==> config.mk <==
export PLATFORM = sky130hd
export DESIGN_NAME = hc595_serializer
export DESIGN_NICKNAME = d
export VERILOG_FILES = /design/src/rtl/hc595_serializer.sv
export SDC_FILE = /design/constraint.sdc
export NUM_CORES = 1
export LEC_CHECK = 0
export ABC_CLOCK_PERIOD_IN_PS = 1550
export CORE_MARGIN = 5
export CORE_UTILIZATION = 47
export DETAILED_ROUTE_END_ITERATION = 12
export PLACE_DENSITY = 0.76
export SLEW_MARGIN = 25
export SYNTH_ARGS = -nofsm -noshare
export SYNTH_HDL_FRONTEND = slang
export SYNTH_SLANG_ARGS = --single-unit
==> constraint.sdc <==
create_clock -name SRCLK -period 1.55 [get_ports SRCLK]
set_input_delay 0.31 -clock SRCLK [delete_from_list [all_inputs] [get_ports SRCLK]]
set_output_delay 0.31 -clock SRCLK [all_outputs]
set_load 0.005 [all_outputs]
==> src/rtl/hc595_serializer.sv <==
// Parallel-to-serial transmitter for a cascaded 74HC595 chain.
// Accepts a word over valid/ready, shifts it out one bit per SRCLK with a
// shift enable, then pulses latch for one cycle to drive the chain's RCLK.
module hc595_serializer #(
  parameter int unsigned WIDTH     = 8,
  parameter int unsigned DEVICES   = 1,
  parameter int unsigned LSB_FIRST = 0
) (
  input  logic                       SRCLK,
  input  logic                       SRCLR_n,
  input  logic [WIDTH*DEVICES-1:0]   din,
  input  logic                       din_valid,
  output logic                       din_ready,
  output logic                       ser_out,
  output logic                       shift_en,
  output logic                       latch,
  output logic                       busy
);

  localparam int unsigned N  = WIDTH * DEVICES;
  localparam int unsigned CW = (N > 1) ? $clog2(N) : 1;
  localparam logic [CW-1:0] CNT_LAST = CW'(N - 1);

  typedef enum logic [1:0] {
    S_IDLE,
    S_SHIFT,
    S_LATCH
  } state_t;

  state_t        state_q, state_d;
  logic [N-1:0]  sr_q, sr_d;
  logic [CW-1:0] cnt_q, cnt_d;
  logic          ser_q, ser_d;
  logic          en_q, en_d;
  logic          latch_q, latch_d;
  logic          busy_q, busy_d;

  logic          accept;
  logic          load_bit;
  logic [N-1:0]  load_rest;
  logic          next_bit;
  logic [N-1:0]  next_rest;

  // Ready only in IDLE or LATCH, and never while reset is held.
  assign din_ready = ((state_q == S_IDLE) || (state_q == S_LATCH)) && SRCLR_n;
  assign accept    = din_valid && din_ready;

  // Bit selection by transmit order: the first bit is driven straight from
  // din on the accept edge, so the shift register holds only the remainder.
  always_comb begin
    if (LSB_FIRST != 0) begin
      load_bit  = din[0];
      load_rest = din >> 1;
      next_bit  = sr_q[0];
      next_rest = sr_q >> 1;
    end else begin
      load_bit  = din[N-1];
      load_rest = din << 1;
      next_bit  = sr_q[N-1];
      next_rest = sr_q << 1;
    end
  end

  // Next-state and registered-output decode.
  always_comb begin
    state_d = state_q;
    sr_d    = sr_q;
    cnt_d   = cnt_q;
    ser_d   = 1'b0;
    en_d    = 1'b0;
    latch_d = 1'b0;
    case (state_q)
      S_IDLE, S_LATCH: begin
        if (accept) begin
          state_d = S_SHIFT;
          sr_d    = load_rest;
          cnt_d   = CNT_LAST;
          ser_d   = load_bit;
          en_d    = 1'b1;
        end else begin
          state_d = S_IDLE;
        end
      end
      S_SHIFT: begin
        if (cnt_q == '0) begin
          state_d = S_LATCH;
          latch_d = 1'b1;
        end else begin
          sr_d  = next_rest;
          cnt_d = cnt_q - CW'(1);
          ser_d = next_bit;
          en_d  = 1'b1;
        end
      end
      default: state_d = S_IDLE;
    endcase
    busy_d = (state_d != S_IDLE);
  end

  // State and output registers; reset aborts any frame in flight.
  always_ff @(posedge SRCLK or negedge SRCLR_n) begin
    if (!SRCLR_n) begin
      state_q <= S_IDLE;
      sr_q    <= '0;
      cnt_q   <= '0;
      ser_q   <= 1'b0;
      en_q    <= 1'b0;
      latch_q <= 1'b0;
      busy_q  <= 1'b0;
    end else begin
      state_q <= state_d;
      sr_q    <= sr_d;
      cnt_q   <= cnt_d;
      ser_q   <= ser_d;
      en_q    <= en_d;
      latch_q <= latch_d;
      busy_q  <= busy_d;
    end
  end

  assign ser_out  = ser_q;
  assign shift_en = en_q;
  assign latch    = latch_q;
  assign busy     = busy_q;

endmodule

==> results of run 1 <==
-- timing repair --
item | 4_1_cts | 5_1_grt
setup buffers | 1 | 1
endpoints found under the setup margin | 1 | 6
pin swaps | 0 | 1
gates resized for setup | 2 | 1
cloned | 0 | 0
-- worst paths after layout --
check / slack [ps] / to / from / depth (start not counted)
max: 80 / sr_q[3] / state_q[0] / 6
min: 100 / ser_out / SRCLR_n / 2
max reg2reg: 80 / sr_q[3] / state_q[0] / 6
min reg2reg: 510 / ser_out / sr_q[7] / 1
max in group asynchronous: 1320 / sr_q[1] / SRCLR_n / 2
min in group SRCLK: 510 / ser_out / sr_q[7] / 1
-- flip-flops by register name, indices dropped and copies added, names as in the netlist --
| register | cells |
|---|---|
| latch | 1 |
| cnt_q | 3 |
| busy | 1 |
| sr_q | 7 |
| state_q | 2 |
| shift_en | 1 |
| ser_out | 1 |
-- metal layers --
metal,share of wire (%),wire [um]
met5,0,0
met4,2.7,36
met3,5.2,69
met2,48,632
met1,44,577
-- cell usage after synthesis --
library cell | n | share of area, %
a311oi_1 | 1 | 1.2
mux2_2 | 6 | 9.2
a21oi_4 | 1 | 2.2
a21oi_1 | 1 | 0.68
inv_2 | 1 | 0.51
and3b_1 | 1 | 1.2
a31oi_1 | 1 | 0.85
ha_1 | 2 | 3.4
nor2b_1 | 3 | 2.6
nand2b_1 | 3 | 2.6
nor2_1 | 3 | 1.5
mux2_4 | 6 | 12
inv_4 | 1 | 0.85
nor3_1 | 1 | 0.68
dfrtp_1 | 16 | 54
a22oi_1 | 1 | 1.0
a22o_1 | 2 | 2.4
buf_6 | 1 | 1.5
inv_1 | 2 | 1.0
-- cell families after synthesis --
family                   after synthesis  synth area share, %
multiplexers                          12                 21.4
AND/OR/NAND/NOR                       11                 8.50
buffers and inverters                  5                 3.91
adder cells (fa/ha/maj)                2                 3.40
flip-flops                            16                 54.4
AO/OA/AOI/OAI                          7                 8.33
-- through the flow --
stage / setup TNS [ps] / hold WS, ps / std cells / setup slack [ps] / util, %
final: 0 / 101 / 96 / 77.0 / 67.1
after global routing: -49.2 / 127 / 96 / -15.8 / 67.1
after CTS: 0 / 97.2 / 95 / 32.7 / 66.4
after detailed placement: -1040 / 490 / 90 / -231 / 63.6
after global placement: -990 / 482 / 90 / -221 / 63.6
after floorplan: 0 / 14.4 / 53 / 115 / -
-- layout make-up --
cell class              count  area share, %
inverters                   4           1.75
clock buffers               4           3.63
well taps                  16           2.01
repair buffers             24           21.6
flip-flops and latches     16           40.1
multi-input cells          32           31.0
-- power by group through the flow --
stage          clock network, mW  registers [mW]  logic (mW)
3_3_place_gp                   0           0.685       0.951
2_1_floorplan                  0           0.676       0.694
3_5_place_dp                   0           0.693       0.968
5_1_grt                    0.316           0.704        1.10
6_report                   0.274           0.677        1.00
4_1_cts                    0.283           0.678       0.994
==> qor.json, run 1 <==
{
  "outcome": "complete, no violations",
  "area.sequential_um2": 400,
  "cts-buffers-inserted": 3,
  "synth.yosys.warnings": 0,
  "finalWirelength_um": 1320,
  "power.static_leakage_nw": 0.479,
  "most-common-layout-cells": "dfrtp_1, clkdlybuf4s50_1, buf_4",
  "floorplan.die_area_um2": 2460,
  "final_worst_path_period_share_pct": 95.0,
  "power.share.switching_pct": 30.3,
  "final-hold-violation-count": 0,
  "final_cell_area_um2": 998,
  "drc": 0,
  "maxSlewViolCount": 0,
  "grt.met3_usage_pct": 2.11,
  "area.growth.synth_to_final_pct": 35.7,
  "die_height_um": 49.6,
  "cell_internal_pwr_mw": 1.36,
  "grt_start_max_net_pins": 10,
  "switchingPower_mw": 0.592,
  "numClockSinks": 16,
  "rows": 14,
  "critical-path-top-delay-family": "flip-flops",
  "cap_viol_max_count": 0,
  "syn-instance-count": 53,
  "clk_pin_slew_worst_paths_ps": 90,
  "tritoncts_clock_tree": "built",
  "clock-root-buffer": "clkbuf_4",
  "syn_avg_cell_area_um2": 13.9,
  "diodes": 0,
  "drt_pre_antenna_iters": 4,
  "first_global_vias": 535,
  "synth_nets": 66,
  "setup_violations": 0,
  "ctsHoldBuffers": 0,
  "critical_path.startpoint_type": "flop",
  "vias": 506,
  "cts_buffer_depth": 2,
  "drt-vias-per-instance": 5.27,
  "maximum_fanout_count_along_the_critical_path": 7,
  "dpl-instance-area_um2": 947,
  "htree_levels": 1,
  "crit_path_capture_type": "flop",
  "finalCriticalPeriod_ps": 1470,
  "drt.antenna.violating_nets": 0,
  "multiInputGateArea_um2": 309,
  "critical-path-max-stage-delay_ps": 390,
  "sequential_cell_area_fraction_in_the_yosys_report_pct": 54.4,
  "fp.dieW_um": 49.6,
  "timing.critical_path.cells": "buf_4, nor2b_2, buf_4, a21oi_4, inv_4, mux2_4",
  "number_of_antenna_violations_at_the_first_check_in_global_routing": 0,
  "cp_data_required_time_ps": 1730,
  "arrival_ps": 1650,
  "grtUsageMet1_pct": 16.6,
  "clkLatencyLatePin_ps": 290,
  "max-slew-margin-rel_pct": 84.1,
  "final_layout_size_suffix_gt1_share_pct": 36.3,
  "hold_class": "in2async",
  "grt.overflow.total": 0,
  "worstMarginPinSlew_ps": 237,
  "critPathBufInv": 3,
  "fin_total_pwr_mw": 1.95,
  "criticalPathCategory": "reg2reg",
  "grt.total_usage_pct": 12.9,
  "crit_top_cell": "buf_4",
  "synth.lib_cells_used.distinct": 19,
  "filler_cell_count": 114,
  "powerDensity_nw_per_um2": 1950,
  "ir_drop_worst_vdd_mv": 0.985,
  "layout.cells.most_common": "dfrtp_1",
  "core-area_um2": 1490,
  "max_clock_freq_ghz": 0.679,
  "grtUsageMet2_pct": 19.5,
  "io_pins": 16,
  "layout.nets": 94,
  "global_route_wire_length_before_repair_um": 2440,
  "route.detailed.wl_per_inst_um": 13.7,
  "globalplace.congestion": 0.798,
  "yosys_register_bits": 16,
  "pwr-share-seq_pct": 34.7,
  "final.setup_skew_ps": 1.71,
  "timing.critical_path.slowest_stage_cell": "dfrtp_1",
  "first_iter_violations": 3,
  "power.share.clock_pct": 14.0,
  "grt_busiest_layer": "met2",
  "port_buffers": 15,
  "netlist_area_um2": 736,
  "hpwlAfterDp_um": 985,
  "start_util_pct": 49.4,
  "setup_repair_after_global_routing_missed_its_margin": "true",
  "power.share.combinational_pct": 51.3
}
(Power assumes the default switching activity.)
==> run 2: changes to the inputs <==
Settings changed: PLACE_DENSITY 0.76 to 0.81.
==> run 2 against run 1 <==
Against the previous run: combinational power decreased by 4%; final area decreased by 2.4%; count of clock-buffer cells in the layout unchanged; critical path type is now in2out; hold slack improved by 270 ps; first-iteration DRC count increased by 100%; die area unchanged; worst setup slack improved by 5.2 ps; largest power group unchanged; critical path depth decreased by 3; flip-flop and latch count unchanged; via count decreased by 3.6%; register-to-register slack improved by 20 ps; core utilization decreased by 1.6 points.
==> qor.json, run 2 (synthesis gave the netlist of run 1 again) <==
{
  "dpl.cell_count": {"value": 89, "change": "-1.1%"},
  "power.share.combinational": {"value": 49.8, "unit": "%", "change": "-1.5 points"},
  "hpwlAfterDp": {"value": 1030, "unit": "um", "change": "+4.6%"},
  "max_clock_freq": {"value": 0.681, "unit": "GHz", "change": "+0.35%"},
  "pre_cts_slack": {"value": -207, "unit": "ps", "change": "+23.3 ps"},
  "final_layout_size_suffix_gt1_share": {"value": 33.8, "unit": "%", "change": "-2.5 points"},
  "most-common-layout-cells": "dfrtp_1, clkdlybuf4s50_1, mux2_2, mux2_4, buf_4",
  "maxSlewViolCount": {"value": 0, "change": "unchanged"},
  "drt_pre_antenna_iters": {"value": 4, "change": "unchanged"},
  "hold_class": "in2async",
  "drt.antenna.violating_nets": {"value": 0, "change": "unchanged"},
  "htree_levels": {"value": 1, "change": "unchanged"},
  "grt.total_usage": {"value": 12.7, "unit": "%", "change": "-0.22 points"},
  "first_global_vias": {"value": 537, "change": "+0.37%"},
  "finalCriticalPeriod": {"value": 1470, "unit": "ps", "change": "-5.21 ps"},
  "io_pins": {"value": 16, "change": "unchanged"},
  "largest-register": "sr_q",
  "area.growth.synth_to_final_pct": 32.5,
  "max-slew-margin-rel": {"value": 84.9, "unit": "%", "change": "+0.86 points"},
  "power.share.clock": {"value": 14.3, "unit": "%", "change": "+0.3 points"},
  "layout.cells.most_common": "dfrtp_1",
  "count_of_placed_standard_cells_in_the_final_layout_fillers_left_out": {"value": 93, "change": "-3.1%"},
  "worstSetupEndpoint": "din_ready",
  "power.static_leakage": {"value": 0.461, "unit": "nW", "change": "-3.8%"},
  "grt_start_max_net_pins": {"value": 17, "change": "+7"},
  "worst_r2r_path_depth": {"value": 6, "change": "unchanged"},
  "final-hold-violation-count": {"value": 0, "change": "unchanged"},
  "clock-root-buffer": "clkbuf_4",
  "die_height": {"value": 49.6, "unit": "um", "change": "unchanged"},
  "fp.dieW": {"value": 49.6, "unit": "um", "change": "unchanged"},
  "cap_viol_max_count": {"value": 0, "change": "unchanged"},
  "criticalPathCategory": "in2out",
  "reg.largest.list": "sr_q: 7 flops, cnt_q: 3 flops, state_q: 2 flops",
  "clk_pin_slew_worst_paths": {"value": 100, "unit": "ps", "change": "about the same"},
  "setup_repair_after_global_routing_missed_its_margin": "false",
  "critical_path.startpoint_type": "input pin",
  "dpl-instance-area": {"value": 940, "unit": "um^2", "change": "-0.79%"},
  "rows": {"value": 14, "change": "unchanged"},
  "switchingPower": {"value": 0.609, "unit": "mW", "change": "+2.8%"},
  "cp_data_required_time": {"value": 1240, "unit": "ps", "change": "-490 ps"},
  "layout.nets": {"value": 91, "change": "-3.2%"},
  "cp-startpoint": "SRCLR_n",
  "worstMarginPinSlew": {"value": 224, "unit": "ps", "change": "-12.8 ps"},
  "clkLatencyLatePin": {"value": 280, "unit": "ps", "change": "about the same"},
  "route.detailed.wl_per_inst": {"value": 14.3, "unit": "um", "change": "+4.6%"},
  "setup_total_negative_slack": {"value": 0, "unit": "ps", "change": "unchanged"},
  "arrival": {"value": 1160, "unit": "ps", "change": "-490 ps"},
  "largest_reg_flops": {"value": 7, "change": "unchanged"},
  "cts_post_setup_buffers_inserted": {"value": 0, "change": "-1"},
  "finalWirelength": {"value": 1330, "unit": "um", "change": "+1.4%"},
  "power.share.switching": {"value": 31.5, "unit": "%", "change": "+1.1 points"},
  "final_core_utilization": {"value": 65.5, "unit": "%", "change": "-1.6 points"},
  "setup_violations": {"value": 0, "change": "unchanged"},
  "cts_buffer_depth": {"value": 2, "change": "unchanged"},
  "grt.overflow.total": {"value": 0, "change": "unchanged"},
  "outcome": "complete, no violations",
  "globalplace.congestion": {"value": 0.677, "change": "-15%"},
  "number_of_antenna_violations_at_the_first_check_in_global_routing": {"value": 0, "change": "unchanged"},
  "regToRegEndpoint": "sr_q[5]",
  "tritoncts_clock_tree": "built",
  "global_route_wire_length_before_repair": {"value": 2340, "unit": "um", "change": "-4.2%"},
  "crit_path_capture_type": "output pin",
  "first_iter_violations": {"value": 6, "change": "+3"},
  "powerDensity": {"value": 1980, "unit": "nW/um^2", "change": "+1.5%"},
  "port_buffers": {"value": 15, "change": "unchanged"},
  "drc": {"value": 0, "change": "unchanged"},
  "diodes": {"value": 0, "change": "unchanged"},
  "cts-buffers-inserted": {"value": 3, "change": "unchanged"},
  "final_cell_area": {"value": 975, "unit": "um^2", "change": "-2.4%"},
  "worst_slack": {"value": 82.2, "unit": "ps", "change": "+5.21 ps"},
  "numClockSinks": {"value": 16, "change": "unchanged"},
  "final_worst_path_period_share": {"value": 94.7, "unit": "%", "change": "-0.34 points"},
  "final.setup_skew": {"value": 4.73, "unit": "ps", "change": "+3.01 ps"},
  "ir_drop_worst_vdd": {"value": 1.07, "unit": "mV", "change": "+8.2%"},
  "cell_internal_pwr": {"value": 1.33, "unit": "mW", "change": "-2.5%"},
  "vias": {"value": 488, "change": "-3.6%"},
  "core-area": {"value": 1490, "unit": "um^2", "change": "unchanged"},
  "pwr-share-seq": {"value": 35.9, "unit": "%", "change": "+1.2 points"},
  "regToRegStartpoint": "cnt_q[0]",
  "start_util": {"value": 49.4, "unit": "%", "change": "unchanged"},
  "maximum_fanout_count_along_the_critical_path": {"value": 3, "change": "-4"},
  "rrSetupSlack": {"value": 100, "unit": "ps", "change": "+20 ps"},
  "drt-vias-per-instance": {"value": 5.25, "change": "-0.45%"},
  "floorplan.die_area": {"value": 2460, "unit": "um^2", "change": "unchanged"}
}
run 2: worst max-delay path: stages:
cell and delay (ps):
clkdlybuf4s50_1 480, nor2b_1 120, dlygate4sd2_1 240
run 2: cell type report:
| cell class | count | area [um^2] |
|---|---|---|
| Timing Repair Buffer | 21 | 194 |
| Fill cell | 119 | 514 |
| Tap cell | 16 | 20.0 |
| Multi-Input combinational cell | 32 | 307 |
| Sequential cell | 16 | 400 |
| Inverter | 4 | 17.5 |
| Clock buffer | 4 | 36.3 |
run 2: how the worst min path moves through the flow:
| stage | startpoint | endpoint | slack (ps) | cells past startpoint |
|---|---|---|---|---|
| floorplan | SRCLR_n | busy | 10 | 0 |
| global placement | sr_q[1] | sr_q[1] | 480 | 1 |
| detailed placement | sr_q[1] | sr_q[1] | 480 | 1 |
| CTS | SRCLR_n | state_q[0] | 390 | 2 |
| global route | SRCLR_n | state_q[0] | 400 | 2 |
| finish | SRCLR_n | sr_q[2] | 370 | 2 |
run 2: metal layers:
layer	global-route usage, %	vias to the layer above	share of wire (%)
met1	13.2	238	40
li1	-	234	-
met4	3.93	0	0
met3	5.72	0	6.5
met2	22.5	16	54
met5	0	-	0
run 2: repair_timing:
action | in CTS | in global routing
pin swaps | 0 | 1
endpoints found under the setup margin | 1 | 1
gates resized for setup | 1 | 1
hold buffers | 0 | 0
gates cloned | 0 | 0
run 2: power by group through the flow:
stage,registers [mW],clock network (mW),logic [mW]
2_1_floorplan,0.676,0,0.694
3_3_place_gp,0.689,0,0.942
3_5_place_dp,0.696,0,0.983
4_1_cts,0.694,0.281,0.980
5_1_grt,0.715,0.305,1.05
6_report,0.695,0.276,0.963
run 2: through the flow:
step	total power, mW	hold WS, ps
2_1_floorplan	1.37	14.4
3_3_place_gp	1.63	481
3_5_place_dp	1.68	480
4_1_cts	1.95	386
5_1_grt	2.07	401
6_report	1.93	373
